`src/rtl/updown_counter.sv`:
```
// Up/down counter with terminal count MAX, clamped parallel load and a one-cycle boundary pulse.
// Define UPDOWN_COUNTER_SAT_EN to make the counter saturate at the boundaries instead of wrapping.
module updown_counter #(
    parameter int unsigned      WIDTH = 16,
    parameter logic [WIDTH-1:0] MAX   = {WIDTH{1'b1}}
) (
    input  logic             clk,
    input  logic             reset,
    input  logic             en,
    input  logic             up,
    input  logic             load,
    input  logic [WIDTH-1:0] load_val,
    output logic [WIDTH-1:0] q,
    output logic             tc,
    output logic             wrap
);

    logic [WIDTH-1:0] r_q;
    logic             r_wrap;

    logic             w_at_max;
    logic             w_at_zero;
    logic             w_boundary;
    logic [WIDTH-1:0] w_load_clamped;
    logic [WIDTH-1:0] w_q_next;

    assign w_at_max       = (r_q == MAX);
    assign w_at_zero      = (r_q == '0);
    assign tc             = en & ((up & w_at_max) | (~up & w_at_zero));
    // A load always wins, so a coincident tc never counts as a boundary event.
    assign w_boundary     = tc & ~load;
    assign w_load_clamped = (load_val > MAX) ? MAX : load_val;

    // NOTE: every output of a combinational block gets a default first so no latch is inferred.
    always_comb begin
        w_q_next = r_q;
        if (load) begin
            w_q_next = w_load_clamped;
        end else if (en) begin
            if (w_boundary) begin
`ifdef UPDOWN_COUNTER_SAT_EN
                w_q_next = r_q;
`else
                w_q_next = up ? '0 : MAX;
`endif
            end else if (up) begin
                w_q_next = r_q + 1'b1;
            end else begin
                w_q_next = r_q - 1'b1;
            end
        end
    end

    // NOTE: state uses non-blocking assignments; the async reset clears both registers with no clock.
    always_ff @(posedge clk or posedge reset) begin
        if (reset) begin
            r_q    <= '0;
            r_wrap <= 1'b0;
        end else begin
            r_q    <= w_q_next;
            r_wrap <= w_boundary;
        end
    end

    assign q    = r_q;
    assign wrap = r_wrap;

endmodule

```
`config.mk`:
```
export PLATFORM = sky130hd
export DESIGN_NAME = updown_counter
export DESIGN_NICKNAME = d
export VERILOG_FILES = /design/src/rtl/updown_counter.sv
export SDC_FILE = /design/constraint.sdc
export NUM_CORES = 1
export LEC_CHECK = 0
export BUFFER_PORTS_ARGS = -buffer_cell sky130_fd_sc_hd__buf_4
export CORE_MARGIN = 4
export CORE_UTILIZATION = 49
export CTS_CLUSTER_DIAMETER = 30
export CTS_CLUSTER_SIZE = 8
export DETAILED_ROUTE_END_ITERATION = 10
export PLACE_DENSITY = 0.77
export SYNTH_ARGS = -nofsm -noshare
export SYNTH_HDL_FRONTEND = slang
export SYNTH_SLANG_ARGS = --single-unit
```
`constraint.sdc`:
```
create_clock -name clk -period 2 [get_ports clk]
set_input_delay 0.3 -clock clk [delete_from_list [all_inputs] [get_ports clk]]
set_output_delay 0.3 -clock clk [all_outputs]
set_load 0.01 [all_outputs]
```
==> metrics.cfg, run 1 <==
[status]
outcome = finished, violations left
violations = negative setup slack

[critical_path]
critPathMaxStageDelay_ns = 0.36
cp_common_cell = buf_6
cp_cell_sequence = buf_6, clkinvlp_4, buf_4, buf_6, ha_1, nand2_1, o21ai_0, nand3_1, o311ai_4, nor3_2, o221a_1, nor3_1
r2r_setup_slack_ns = -0.18
slowest_stage = ha_1
crit_fanout = 6
reg2reg_from = q[9]
critical_path_required_ns = 2.23
reg2reg_depth = 8
worstSetupPathType = primary input to flip-flop
r2r-end = q[15]
critical-path-top-delay-family = compound AO/OA/AOI/OAI gates
crit_path_end_kind = flip-flop
worstSetupStartpointType = primary input
path_buf_inv = 4
path_depth = 12
cp.arrival_ns = 2.42

[pwr]
power_mw = 1.98
cellLeakagePower_nw = 1.18
p_seq_share_pct = 24.8
clockPowerShare_pct = 10.4
swShare_pct = 43.7
p_per_area_mw_per_mm2 = 755
comb_power_share_pct = 64.8
intPower_mw = 1.12
irDropWorstVdd_uv = 533
switching_power_mw = 0.866

[clock_network]
cts_made_buffers = 3
clk_latency_ns = 0.31
cts_root_buf = clkbuf_4
ctsHoldBuffers = 0
htreeDepth = 1
cts_tree = built
clk_pin_slew_ns = 0.11
clockBufferDepth = 2
clock_sinks = 17

[yosys]
synth.most_common_cell = a21oi_1
yosys-top-cells-area = dfrtp_1, ha_1, a21oi_1
seq_area_frac_synth_pct = 26.1
syn_inst = 207
synth_fp_nets = 243
ys_warn_count = 0
synthDistinctLibCells = 41
synthTopCellsByCount = a21oi_1, nor2_1, o21ai_0, dfrtp_1, nand2_1
synth_area_leader_cell = dfrtp_1
syn_area_mm2 = 0.00163
synth_top_cell_area_share_pct = 26.1
avgSynthCellArea_um2 = 7.88
synth_seq_cells = 17
synth_edf_count = 0
synth_flop_cell = dfrtp_1
async_flop_share_pct = 100

[timing]
finalMaxSlewViolations = 0
setup_ws_ns = -0.190
fin_crit_ns = 2.19
finalSetupViolations = 7
timing.slew.headroom_pct = 49.8
tightest_slew_ns = 0.752
hold_viol = 0
setup_tns_ns = -0.773
skew_ns = 0.000905
max_freq_mhz = 457
rsz0062_at_grt = yes
fin_crit_sh_pct = 110

[job]
cap_viol_max_count = 0

[grt]
grt_pass1_vias = 2072
grt_max_degree = 19
track_usage_pct = 31.1
grt_pass1_wl_um = 10100
antenna_found_initial = 0
grt-ovfl-total = 0

[layout]
diodes = 0
num-nets-final = 334
fin_area_mm2 = 0.00262
drive_above_1_share_pct = 46.1
area_growth_pct = 60.9
instances_no_fill = 341

[route]
routedWlPerCell_um = 20.9
vias_per_cell = 6.45
drt-initial-drc-count = 295
first_pass_iters = 5
drtAntennaViolNets = 0
wirelength_um = 7140
drc = 0
vias = 2198

[floorplanning]
start_util_pct = 52.1
die_h_um = 65.7
die-area_mm2 = 0.00431
core_mm2 = 0.00313
rows = 20
fp.dieW_um = 65.7
io_pins = 39

[placement]
place_area_mm2 = 0.00229
hpwl_um = 4110
dpl.cell_count = 326
port_buffers = 38
gp_congestion = 0.931

[hold_path]
holdCritPathClass = primary input to async pin

==> sequential cells by signal (all words and copies together), names as in the netlist <==
signal / count
wrap: 1
q: 16
==> layer usage <==
layer  wire [um]  track usage (%)  up-vias
met3         719             7.01       56
met1        2530             36.7     1026
met2        3510             54.7      168
met5           0                0        -
li1            -                -      948
met4         382             10.9        0
==> layout make-up <==
cell class	count	area, um^2
Tap cell	44	55.1
Inverter	9	37.5
Clock buffer	4	26.3
Fill cell	184	504
Sequential cell	17	427
Multi-Input combinational cell	175	1370
Timing Repair Buffer	92	711
==> cells by family after synthesis <==
family | count (synthesis) | synth area share [%]
AOI/OAI and AO/OA | 68 | 27.7
xor gates and xnor gates | 10 | 5.37
adders and majority gates | 15 | 12.0
buffers and inverters | 15 | 3.91
DFF | 17 | 26.1
and+or+nand+nor | 82 | 24.9
==> cells in the final DEF (no fill, tap or decap), types with 4 or more instances in the layout <==
cell / count
buf_4: 89
nand2b_1: 4
a21oi_2: 5
xor2_1: 7
or3_1: 10
a21oi_1: 19
nor3_1: 6
dfrtp_1: 16
nor2_1: 17
nand3_1: 5
ha_4: 6
nand2_1: 15
nor3_2: 4
inv_1: 7
ha_1: 8
o21ai_1: 5
nor2_2: 4
o21ai_0: 15
==> through the flow <==
stage / setup slack, ns / util, % / hold slack [ns]
6_report: -0.190 / 83.9 / 0.109
5_1_grt: -0.210 / 83.9 / 0.162
4_1_cts: -0.147 / 80.3 / 0.127
3_5_place_dp: -0.431 / 73.2 / 0.463
3_3_place_gp: -0.329 / 73.2 / 0.451
2_1_floorplan: -0.148 / - / 0.226
==> worst max path at each step <==
| stage | startpoint | to | slack [ns] |
|---|---|---|---|
| after global routing | q[0] | q[14] | -0.21 |
| after floorplan | up | q[15] | -0.15 |
| after global placement | up | q[15] | -0.33 |
| final | up | q[15] | -0.19 |
| after detailed placement | up | q[14] | -0.43 |
| after CTS | q[7] | tc | -0.15 |
==> power groups by stage <==
stage / Sequential [mW] / Clock (mW) / Combinational, mW
after detailed placement: 0.472 / 0 / 1.04
after global routing: 0.499 / 0.218 / 1.36
after global placement: 0.471 / 0 / 1.02
after floorplan: 0.501 / 0 / 0.569
after CTS: 0.473 / 0.204 / 1.15
final: 0.492 / 0.206 / 1.28
==> timing repair <==
| action | in CTS | in global routing |
|---|---|---|
| gates cloned | 0 | 0 |
| pin swaps | 12 | 10 |
| resized for setup | 19 | 19 |
| buffers inserted | 6 | 5 |
| hold endpoints to repair | 0 | 0 |
| setup endpoints to repair | 10 | 13 |
Power figures use the tool's default switching activity.
==> run 2, diff against run 1 <==
Settings changed: REMOVE_ABC_BUFFERS set to 1.
==> metrics.cfg, run 2 (same netlist as run 1, synthesis figures left out) <==
[route]
vias = 2112
first_pass_iters = 4
routedWlPerCell_um = 19.9
drc = 0
drt-initial-drc-count = 223
vias_per_cell = 6.21
wirelength_um = 6760
drtAntennaViolNets = 0

[floorplanning]
die_h_um = 65.7
die-area_mm2 = 0.00431
fp.dieW_um = 65.7
start_util_pct = 52.1
core_mm2 = 0.00313
io_pins = 39
rows = 20

[clock_network]
cts_made_buffers = 3
cts_tree = built
cts_root_buf = clkbuf_4
clock_sinks = 17
clk_latency_ns = 0.30
ctsHoldBuffers = 0
htreeDepth = 1
clockBufferDepth = 2
clk_pin_slew_ns = 0.10

[timing]
timing.slew.headroom_pct = 52.8
finalMaxSlewViolations = 0
rsz0062_at_grt = yes
setup_ws_ns = -0.175
setup_tns_ns = -1.04
fin_crit_sh_pct = 109
fin_crit_ns = 2.18
max_freq_mhz = 460
skew_ns = 0.00105
hold_viol = 0
finalSetupViolations = 10
tightest_slew_ns = 0.708

[layout]
mostFrequentLayoutCells = buf_4, a21oi_1, dfrtp_1, nor2_1, o21ai_0
diodes = 0
drive_above_1_share_pct = 49.0
num-nets-final = 333
layout_commonest_cell = buf_4
instances_no_fill = 340
largest_reg_flops = 16
nFillCells = 160
area_growth_pct = 65.6

[placement]
gp_congestion = 0.921
place_ws_ns = -0.473
hpwl_um = 3810
port_buffers = 38
dpl.cell_count = 318

[critical_path]
worstSetupStartpointType = flip-flop
cp.arrival_ns = 2.42
critPathLaunch = q[1]
worstSetupPathType = flip-flop to flip-flop
reg2reg_depth = 10
critPathCapture = q[9]
reg2reg_from = q[1]
crit_path_end_kind = flip-flop
r2r_setup_slack_ns = -0.18
critical_path_required_ns = 2.24
crit_fanout = 4
r2r-end = q[9]

[pwr]
cellLeakagePower_nw = 1.19
irDropWorstVdd_uv = 481
power_mw = 2.04
p_per_area_mw_per_mm2 = 755

[status]
outcome = finished, violations left
violations = negative setup slack

[grt]
track_usage_pct = 26.7
antenna_found_initial = 0
grt_pass1_wl_um = 8910
grt_max_degree = 21
grt_pass1_vias = 1907
grt-ovfl-total = 0

[hold_path]
holdCritPathClass = primary input to async pin

[job]
cap_viol_max_count = 0

## run 2: changes by cell type in the layout (fill, tap and decap cells not counted), moves of 2 or more
cell and change:
o21ai_1 -3, ha_1 -2, ha_4 +2, nor2_4 +2
o21ai_2 +2
## run 2: area by class of cell
cell class | count | area [um^2] | share of cell area [%]
multi-input combinational | 175 | 1460 | 54.1
timing repair buffer | 91 | 694 | 25.7
sequential | 17 | 425 | 15.8
tap | 44 | 55.1 | 2.04
inverter | 9 | 37.5 | 1.39
clock buffer | 4 | 26.3 | 0.973
## run 2: critical path: stages (launching register included)
cell      delay (ns)
dfrtp_1         0.41
buf_4           0.18
ha_4            0.23
a211oi_4        0.26
o211ai_2        0.16
buf_4           0.16
a21o_2          0.18
a21oi_2         0.14
xnor2_1         0.15
nand2_1         0.10
a21oi_2         0.13
## run 2: layer usage
metal / global-route usage, % / wire length, um
met1: 33.8 / 2600
met2: 47.7 / 3400
met3: 4.62 / 565
met4: 4.66 / 197
met5: 0 / 0
## run 2: how the worst min path moves through the flow
stage,from,end,slack (ns),depth (start not counted)
after floorplan,reset,q[0],0.23,1
after global placement,reset,wrap,0.45,2
after detailed placement,reset,wrap,0.45,2
after CTS,reset,q[3],0.12,2
after global routing,reset,wrap,0.16,2
final,reset,wrap,0.10,2
## run 2: timing repair
action	4_1_cts	5_1_grt
endpoints found under the setup margin	10	10
pin swaps	14	23
buffers inserted	7	11
gates resized for setup	28	33
## run 2: through the flow
step                      instance area [um^2]  hold slack, ns  utilization [%]
after floorplan                           1600           0.226                -
after global placement                    2200           0.446             70.4
after detailed placement                  2200           0.445             70.4
after CTS                                 2450           0.116             78.2
after global routing                      2700           0.159             86.3
final                                     2700           0.100             86.3
## run 2: where the power goes
group / switching (mW) / internal [mW] / total [mW]
clock: 0.118 / 0.0780 / 0.196
combinational: 0.679 / 0.664 / 1.34
sequential: 0.0978 / 0.401 / 0.499
total: 0.895 / 1.14 / 2.04
